File: config.mk
export PLATFORM = sky130hd
export DESIGN_NAME = memory_sequencer_flat
export DESIGN_NICKNAME = d
export VERILOG_FILES = /design/src/rtl/memory_sequencer_if.sv /design/src/rtl/memory_sequencer.sv /design/src/flat_wrapper.sv
export SDC_FILE = /design/constraint.sdc
export NUM_CORES = 1
export LEC_CHECK = 0
export BUFFER_PORTS_ARGS = -buffer_cell sky130_fd_sc_hd__clkbuf_2
export CAP_MARGIN = 20
export CORE_MARGIN = 2
export CORE_UTILIZATION = 30
export DETAILED_ROUTE_END_ITERATION = 12
export PLACE_DENSITY_LB_ADDON = 0.08
export SLEW_MARGIN = 30
export SYNTH_ARGS = -nofsm -noshare
export SYNTH_HDL_FRONTEND = slang
export SYNTH_SLANG_ARGS = --single-unit
File: constraint.sdc
create_clock -name clock -period 1.85 [get_ports clock]
set_input_delay 0.185 -clock clock [delete_from_list [all_inputs] [get_ports clock]]
set_output_delay 0.185 -clock clock [all_outputs]
set_load 0.05 [all_outputs]
File: src/rtl/memory_sequencer_if.sv
// Shared memory-protocol types plus the sequencer's command/memory bus bundle.
// master = sequencer side; slave = control unit + memory side.
package mem_seq_pkg;
  typedef enum logic [1:0] {MEM_NONE = 2'd0, MEM_READ = 2'd1, MEM_WRITE = 2'd2} memory_op_e;
  typedef enum logic {BUS_MAR = 1'b0, BUS_PC = 1'b1} memory_bus_selector_e;
  typedef enum logic [2:0] {
    IR_NONE = 3'd0, IR_INC = 3'd1, IR_ABSOLUTE = 3'd2, IR_REL_ADD = 3'd3, IR_REL_SUB = 3'd4
  } instruction_reg_op_e;

  localparam logic [2:0] CMD_FETCH     = 3'd0;
  localparam logic [2:0] CMD_LOAD      = 3'd1;
  localparam logic [2:0] CMD_STORE     = 3'd2;
  localparam logic [2:0] CMD_JUMP_ABS  = 3'd3;
  localparam logic [2:0] CMD_JUMP_FWD  = 3'd4;
  localparam logic [2:0] CMD_JUMP_BACK = 3'd5;
endpackage

interface memory_sequencer_if;
  import mem_seq_pkg::*;
  logic                 cmd_valid;
  logic                 cmd_ready;
  logic [2:0]           cmd;
  logic [7:0]           cmd_addr;
  logic                 cmd_word;
  logic [7:0]           cmd_wdata;
  logic                 done;
  logic                 err;
  logic [7:0]           instr_hi;
  logic [7:0]           instr_lo;
  logic [7:0]           load_data;
  logic [7:0]           mem_in;
  logic [7:0]           mem_out;
  memory_op_e           mem_op;
  memory_bus_selector_e mem_bus_sel;
  logic                 mem_dws;
  instruction_reg_op_e  mem_ir_op;

  modport master (
    input  cmd_valid, cmd, cmd_addr, cmd_word, cmd_wdata, mem_out,
    output cmd_ready, done, err, instr_hi, instr_lo, load_data,
           mem_in, mem_op, mem_bus_sel, mem_dws, mem_ir_op
  );
  modport slave (
    output cmd_valid, cmd, cmd_addr, cmd_word, cmd_wdata, mem_out,
    input  cmd_ready, done, err, instr_hi, instr_lo, load_data,
           mem_in, mem_op, mem_bus_sel, mem_dws, mem_ir_op
  );
endinterface

File: src/rtl/memory_sequencer.sv
// Expands single-cycle control commands into multi-cycle memory sequences.
// Optional MEM_SEQ_PERF_EN adds the fetch_count performance counter.
module memory_sequencer
  import mem_seq_pkg::*;
#(
  parameter int PERF_CNT_W = 16
) (
  input  logic clock,
  input  logic reset,
  memory_sequencer_if.master bus
`ifdef MEM_SEQ_PERF_EN
  ,
  output logic [PERF_CNT_W-1:0] fetch_count
`endif
);

  typedef enum logic [3:0] {
    IDLE, F_HI, F_LO, F_INC, L_MAR, L_RD, L_CAP, S_MAR, S_WR, J_EXE, FIN
  } state_e;

  state_e     state, state_nx;
  logic [2:0] c_cmd;
  logic [7:0] c_addr, c_wdata;
  logic       c_word;
  logic [7:0] instr_hi_q, instr_lo_q, load_data_q;
  logic       err_q;
  logic       accept;

  assign accept        = (state == IDLE) && bus.cmd_valid;
  assign bus.cmd_ready = (state == IDLE);
  assign bus.done      = (state == FIN);
  assign bus.err       = err_q;
  assign bus.instr_hi  = instr_hi_q;
  assign bus.instr_lo  = instr_lo_q;
  assign bus.load_data = load_data_q;

  always_ff @(posedge clock) begin
    if (reset) begin
      state       <= IDLE;
      c_cmd       <= '0;
      c_addr      <= '0;
      c_word      <= 1'b0;
      c_wdata     <= '0;
      instr_hi_q  <= '0;
      instr_lo_q  <= '0;
      load_data_q <= '0;
      err_q       <= 1'b0;
    end else begin
      state <= state_nx;
      err_q <= accept && (bus.cmd > CMD_JUMP_BACK);
      if (accept) begin
        c_cmd   <= bus.cmd;
        c_addr  <= bus.cmd_addr;
        c_word  <= bus.cmd_word;
        c_wdata <= bus.cmd_wdata;
      end
      // Each read holds READ for two cycles; data is valid in the second.
      if (state == F_LO)  instr_hi_q  <= bus.mem_out;
      if (state == F_INC) instr_lo_q  <= bus.mem_out;
      if (state == L_CAP) load_data_q <= bus.mem_out;
    end
  end

  always_comb begin
    state_nx = state;
    case (state)
      IDLE: if (bus.cmd_valid) begin
        case (bus.cmd)
          CMD_FETCH:                              state_nx = F_HI;
          CMD_LOAD:                               state_nx = L_MAR;
          CMD_STORE:                              state_nx = S_MAR;
          CMD_JUMP_ABS, CMD_JUMP_FWD, CMD_JUMP_BACK: state_nx = J_EXE;
          default:                                state_nx = IDLE;
        endcase
      end
      F_HI:  state_nx = F_LO;
      F_LO:  state_nx = F_INC;
      F_INC: state_nx = FIN;
      L_MAR: state_nx = L_RD;
      L_RD:  state_nx = L_CAP;
      L_CAP: state_nx = FIN;
      S_MAR: state_nx = S_WR;
      S_WR:  state_nx = FIN;
      J_EXE: state_nx = FIN;
      FIN:   state_nx = IDLE;
      default: state_nx = IDLE;
    endcase
  end

  // Memory drive is decoded purely from state and latched command fields.
  always_comb begin
    bus.mem_op      = MEM_NONE;
    bus.mem_bus_sel = BUS_MAR;
    bus.mem_dws     = 1'b0;
    bus.mem_ir_op   = IR_NONE;
    bus.mem_in      = 8'h00;
    case (state)
      F_HI: begin
        bus.mem_op = MEM_READ; bus.mem_bus_sel = BUS_PC;
      end
      F_LO: begin
        bus.mem_op = MEM_READ; bus.mem_bus_sel = BUS_PC; bus.mem_dws = 1'b1;
      end
      F_INC: begin
        bus.mem_op = MEM_READ; bus.mem_bus_sel = BUS_PC; bus.mem_dws = 1'b1;
        bus.mem_ir_op = IR_INC;
      end
      L_MAR, S_MAR: begin
        bus.mem_ir_op = IR_ABSOLUTE; bus.mem_in = c_addr;
      end
      L_RD, L_CAP: begin
        bus.mem_op = MEM_READ; bus.mem_dws = c_word;
      end
      S_WR: begin
        bus.mem_op = MEM_WRITE; bus.mem_dws = c_word; bus.mem_in = c_wdata;
      end
      J_EXE: begin
        bus.mem_bus_sel = BUS_PC;
        bus.mem_in      = c_addr;
        case (c_cmd)
          CMD_JUMP_FWD:  bus.mem_ir_op = IR_REL_ADD;
          CMD_JUMP_BACK: bus.mem_ir_op = IR_REL_SUB;
          default:       bus.mem_ir_op = IR_ABSOLUTE;
        endcase
      end
      default: ;
    endcase
  end

`ifdef MEM_SEQ_PERF_EN
  always_ff @(posedge clock) begin
    if (reset)
      fetch_count <= '0;
    else if (state == FIN && c_cmd == CMD_FETCH)
      fetch_count <= fetch_count + 1'b1;
  end
`else
  logic unused_perf_w;
  assign unused_perf_w = |PERF_CNT_W;
`endif

endmodule

File: src/flat_wrapper.sv
// flat-port wrapper written by rule: the top's interface ports become plain ports
module memory_sequencer_flat import mem_seq_pkg::*;
#(
  parameter int PERF_CNT_W = 16
)
  (clock, reset, bus_cmd_valid, bus_cmd, bus_cmd_addr, bus_cmd_word, bus_cmd_wdata, bus_mem_out, bus_cmd_ready, bus_done, bus_err, bus_instr_hi, bus_instr_lo, bus_load_data, bus_mem_in, bus_mem_op, bus_mem_bus_sel, bus_mem_dws, bus_mem_ir_op);
  memory_sequencer_if bus_i ();
  input  logic clock;
  input  logic reset;
  input wire logic [$bits(bus_i.cmd_valid)-1:0] bus_cmd_valid;
  input wire logic [$bits(bus_i.cmd)-1:0] bus_cmd;
  input wire logic [$bits(bus_i.cmd_addr)-1:0] bus_cmd_addr;
  input wire logic [$bits(bus_i.cmd_word)-1:0] bus_cmd_word;
  input wire logic [$bits(bus_i.cmd_wdata)-1:0] bus_cmd_wdata;
  input wire logic [$bits(bus_i.mem_out)-1:0] bus_mem_out;
  output wire logic [$bits(bus_i.cmd_ready)-1:0] bus_cmd_ready;
  output wire logic [$bits(bus_i.done)-1:0] bus_done;
  output wire logic [$bits(bus_i.err)-1:0] bus_err;
  output wire logic [$bits(bus_i.instr_hi)-1:0] bus_instr_hi;
  output wire logic [$bits(bus_i.instr_lo)-1:0] bus_instr_lo;
  output wire logic [$bits(bus_i.load_data)-1:0] bus_load_data;
  output wire logic [$bits(bus_i.mem_in)-1:0] bus_mem_in;
  output wire logic [$bits(bus_i.mem_op)-1:0] bus_mem_op;
  output wire logic [$bits(bus_i.mem_bus_sel)-1:0] bus_mem_bus_sel;
  output wire logic [$bits(bus_i.mem_dws)-1:0] bus_mem_dws;
  output wire logic [$bits(bus_i.mem_ir_op)-1:0] bus_mem_ir_op;
  assign bus_i.cmd_valid = bus_cmd_valid;
  assign bus_i.cmd = bus_cmd;
  assign bus_i.cmd_addr = bus_cmd_addr;
  assign bus_i.cmd_word = bus_cmd_word;
  assign bus_i.cmd_wdata = bus_cmd_wdata;
  assign bus_i.mem_out = bus_mem_out;
  assign bus_cmd_ready = bus_i.cmd_ready;
  assign bus_done = bus_i.done;
  assign bus_err = bus_i.err;
  assign bus_instr_hi = bus_i.instr_hi;
  assign bus_instr_lo = bus_i.instr_lo;
  assign bus_load_data = bus_i.load_data;
  assign bus_mem_in = bus_i.mem_in;
  assign bus_mem_op = bus_i.mem_op;
  assign bus_mem_bus_sel = bus_i.mem_bus_sel;
  assign bus_mem_dws = bus_i.mem_dws;
  assign bus_mem_ir_op = bus_i.mem_ir_op;
  memory_sequencer #(.PERF_CNT_W(PERF_CNT_W)) u_core (.clock(clock), .reset(reset), .bus(bus_i));
endmodule
==> metrics.yaml <==
status: "completed"
synth.distinct_cells: 36
rr_startpoint: "u_core.state[3]"
finalInstanceArea_mm2: 0.002988
whs_path_depth: 3
synth_area_mm2: 0.002127
num_vias: 2010
multiInputGateArea_mm2: 0.001104
ys.flop_type: "dfxtp_1"
cp-end-kind: "output pin"
portBuffers: 72
fillers: 730
finalWirelength_um: 5833
path_clk_slew_ps: 90
fin_crit_sh: 0.9788
leakage_nw: 1.241
path_class: "reg2out"
drive_gt1_frac: 0.3649
required_ps: 1660
clock-sinks: 49
rsz0062_at_grt: "true"
grt_max_degree: 42
cts_root_buf: "clkbuf_8"
grt_pass1_vias: 1861
ys_async_sr_fraction: 0
tns_ps: 0
synthTopCellsByArea: "dfxtp_1, nand2_1, a21oi_1"
wl_per_cell_um: 13.14
worstHoldStart: "bus_cmd_wdata[3]"
seqCellArea_um2: 992.2
yosysMostFrequentCell: "nand2_1"
fp.dieH_um: 88.20
grt_pass1_wl_um: 9425
min_path_type: "in2reg"
arrival_ps: 1630
max_freq_ghz: 0.5523
antenna_found_initial: 0
synth-edff-count: 0
area_growth_pct: 40.47
h-tree-depth: 2
ctsHoldBuffers: 0
worstMarginPinSlew_ps: 458.0
dieArea_mm2: 0.007779
cts_buffers: 5
ys_top_cells_by_count: "nand2_1, dfxtp_1, a21oi_1"
ff2ff_setup_slack_ps: 200
placedInstanceArea_mm2: 0.002723
power_mw: 3.796
ys_seq_elements: 49
critPathLaunchType: "register"
dp.cells: 433
path_max_fanout: 8
finalHoldViolCount: 0
first_pass_iters: 4
synth.top_cell.area_share: 0.4612
p_per_area_mw_per_mm2: 1270
syn_inst: 269
via_per_inst: 4.527
maxCapViolations: 0
gp_congestion: 0.7820
synth_nets: 302
cts_tree: "yes"
placementRows: 30
setup_viol: 0
peakVddDrop_uv: 400.6
cts_max_path_buffers: 2
ff2ff_path_depth: 6
final_core_util: 0.4374
fp.coreArea_mm2: 0.006832
start_util: 0.3114
hold_path_end: "u_core.c_wdata[3]"
track_usage: 0.1570
reg2reg_to: "u_core.c_cmd[2]"
overflow: 0
yosys_warnings: 0
synth_area_per_cell_um2: 7.907
fp.dieW_um: 88.20
fin_crit_ps: 1811
synth_top_area_cell: "dfxtp_1"
fin_cells: 444
seq_area_frac_synth: 0.4612
hpwlAfterDp_um: 4091
nets: 380
drcViolationCount: 0
io_pins: 73
clk-insertion-delay-late_ps: 300
slew_headroom: 0.6947
slew_violations: 0
fin_skew_ps: 13.86
n_antenna_cell: 0
drt_iter0_drc: 39
final_antenna_net_count: 0
[how the worst max path moves through the flow]
stage                               start  slack (ps)  cells past startpoint       endpoint
after floorplan           u_core.state[0]        -170                      5    bus_mem_dws
after global placement    u_core.state[3]         180                      6  bus_mem_in[2]
after detailed placement  u_core.state[2]         140                      6  bus_mem_in[7]
after CTS                 u_core.state[2]           5                      6  bus_mem_in[7]
after global routing      u_core.state[2]          -9                      6  bus_mem_in[7]
final                     u_core.state[2]          40                      6  bus_mem_in[7]
[logic make-up after synthesis]
kind of cell | after synthesis | synth area share
multiplexers | 8 | 0.03765
flip-flops | 49 | 0.4612
XOR/XNOR | 2 | 0.008237
buffers and inverters | 24 | 0.05529
AND/OR/NAND/NOR | 120 | 0.2465
adder cells (fa/ha/maj) | 2 | 0.01176
AO/OA/AOI/OAI | 64 | 0.1794
[state kept, by name, indices dropped and copies added, names as in the netlist]
register and flops:
u_core.bus.instr_hi 8, u_core.bus.instr_lo 8, u_core.bus.load_data 8, u_core.c_addr 8, u_core.c_wdata 8, u_core.state 4
u_core.c_cmd 3, u_core.bus.err 1, u_core.c_word 1
[metal layers]
layer  wire, um  GRT usage  vias to the layer above
met5          0          0                        -
met4         84    0.04132                        0
met3        235    0.03676                        8
met2       2653     0.2392                       38
met1       2860     0.2235                      905
li1           -          -                     1059
[per-stage QoR]
step / setup WS [ps] / hold slack, ps
6_report: 39.27 / 96.08
3_5_place_dp: 139.5 / 413.5
2_1_floorplan: -172.4 / 321.0
3_3_place_gp: 179.4 / 410.9
4_1_cts: 5.074 / 87.70
5_1_grt: -8.732 / 96.72
[worst max-delay path: stages, from the launching register on]
cell	delay, ps
dfxtp_4	380
buf_6	130
a22oi_2	140
o21ai_1	90
buf_4	180
a22o_4	230
clkbuf_16	170
[area by class of cell]
cell class	count	share of cell area
multi-input cells	196	0.3693
flip-flops and latches	49	0.3321
repair buffers	91	0.2211
well taps	96	0.04020
clock buffers	6	0.02764
inverters	4	0.005025
clock inverters	2	0.004606
[report_power, final]
part / switching, mW / total (mW) / internal [mW]
clock: 0.354 / 0.657 / 0.304
sequential: 0.110 / 1.33 / 1.22
combinational: 1.15 / 1.81 / 0.661
[layout by cell type, fill, tap and decap left out, types with 4 or more instances in the layout]
cell,synthesis,final
nor2_1,16,16
a22o_2,0,7
clkbuf_8,0,6
mux2i_1,8,8
a21oi_2,3,4
buf_12,0,4
clkbuf_2,0,60
a21oi_1,37,36
o21ai_0,7,4
nand2_1,78,78
buf_8,0,7
buf_4,0,15
nand2b_1,4,4
dfxtp_1,49,46
[what timing repair did]
item                                    CTS  global route
pin swaps                                 2             3
endpoints found under the setup margin   10            11
gates cloned                              0             0
gates resized for setup                  27            19
buffers inserted                          2             1
Note: power is estimated with default switching activity, not from simulation.
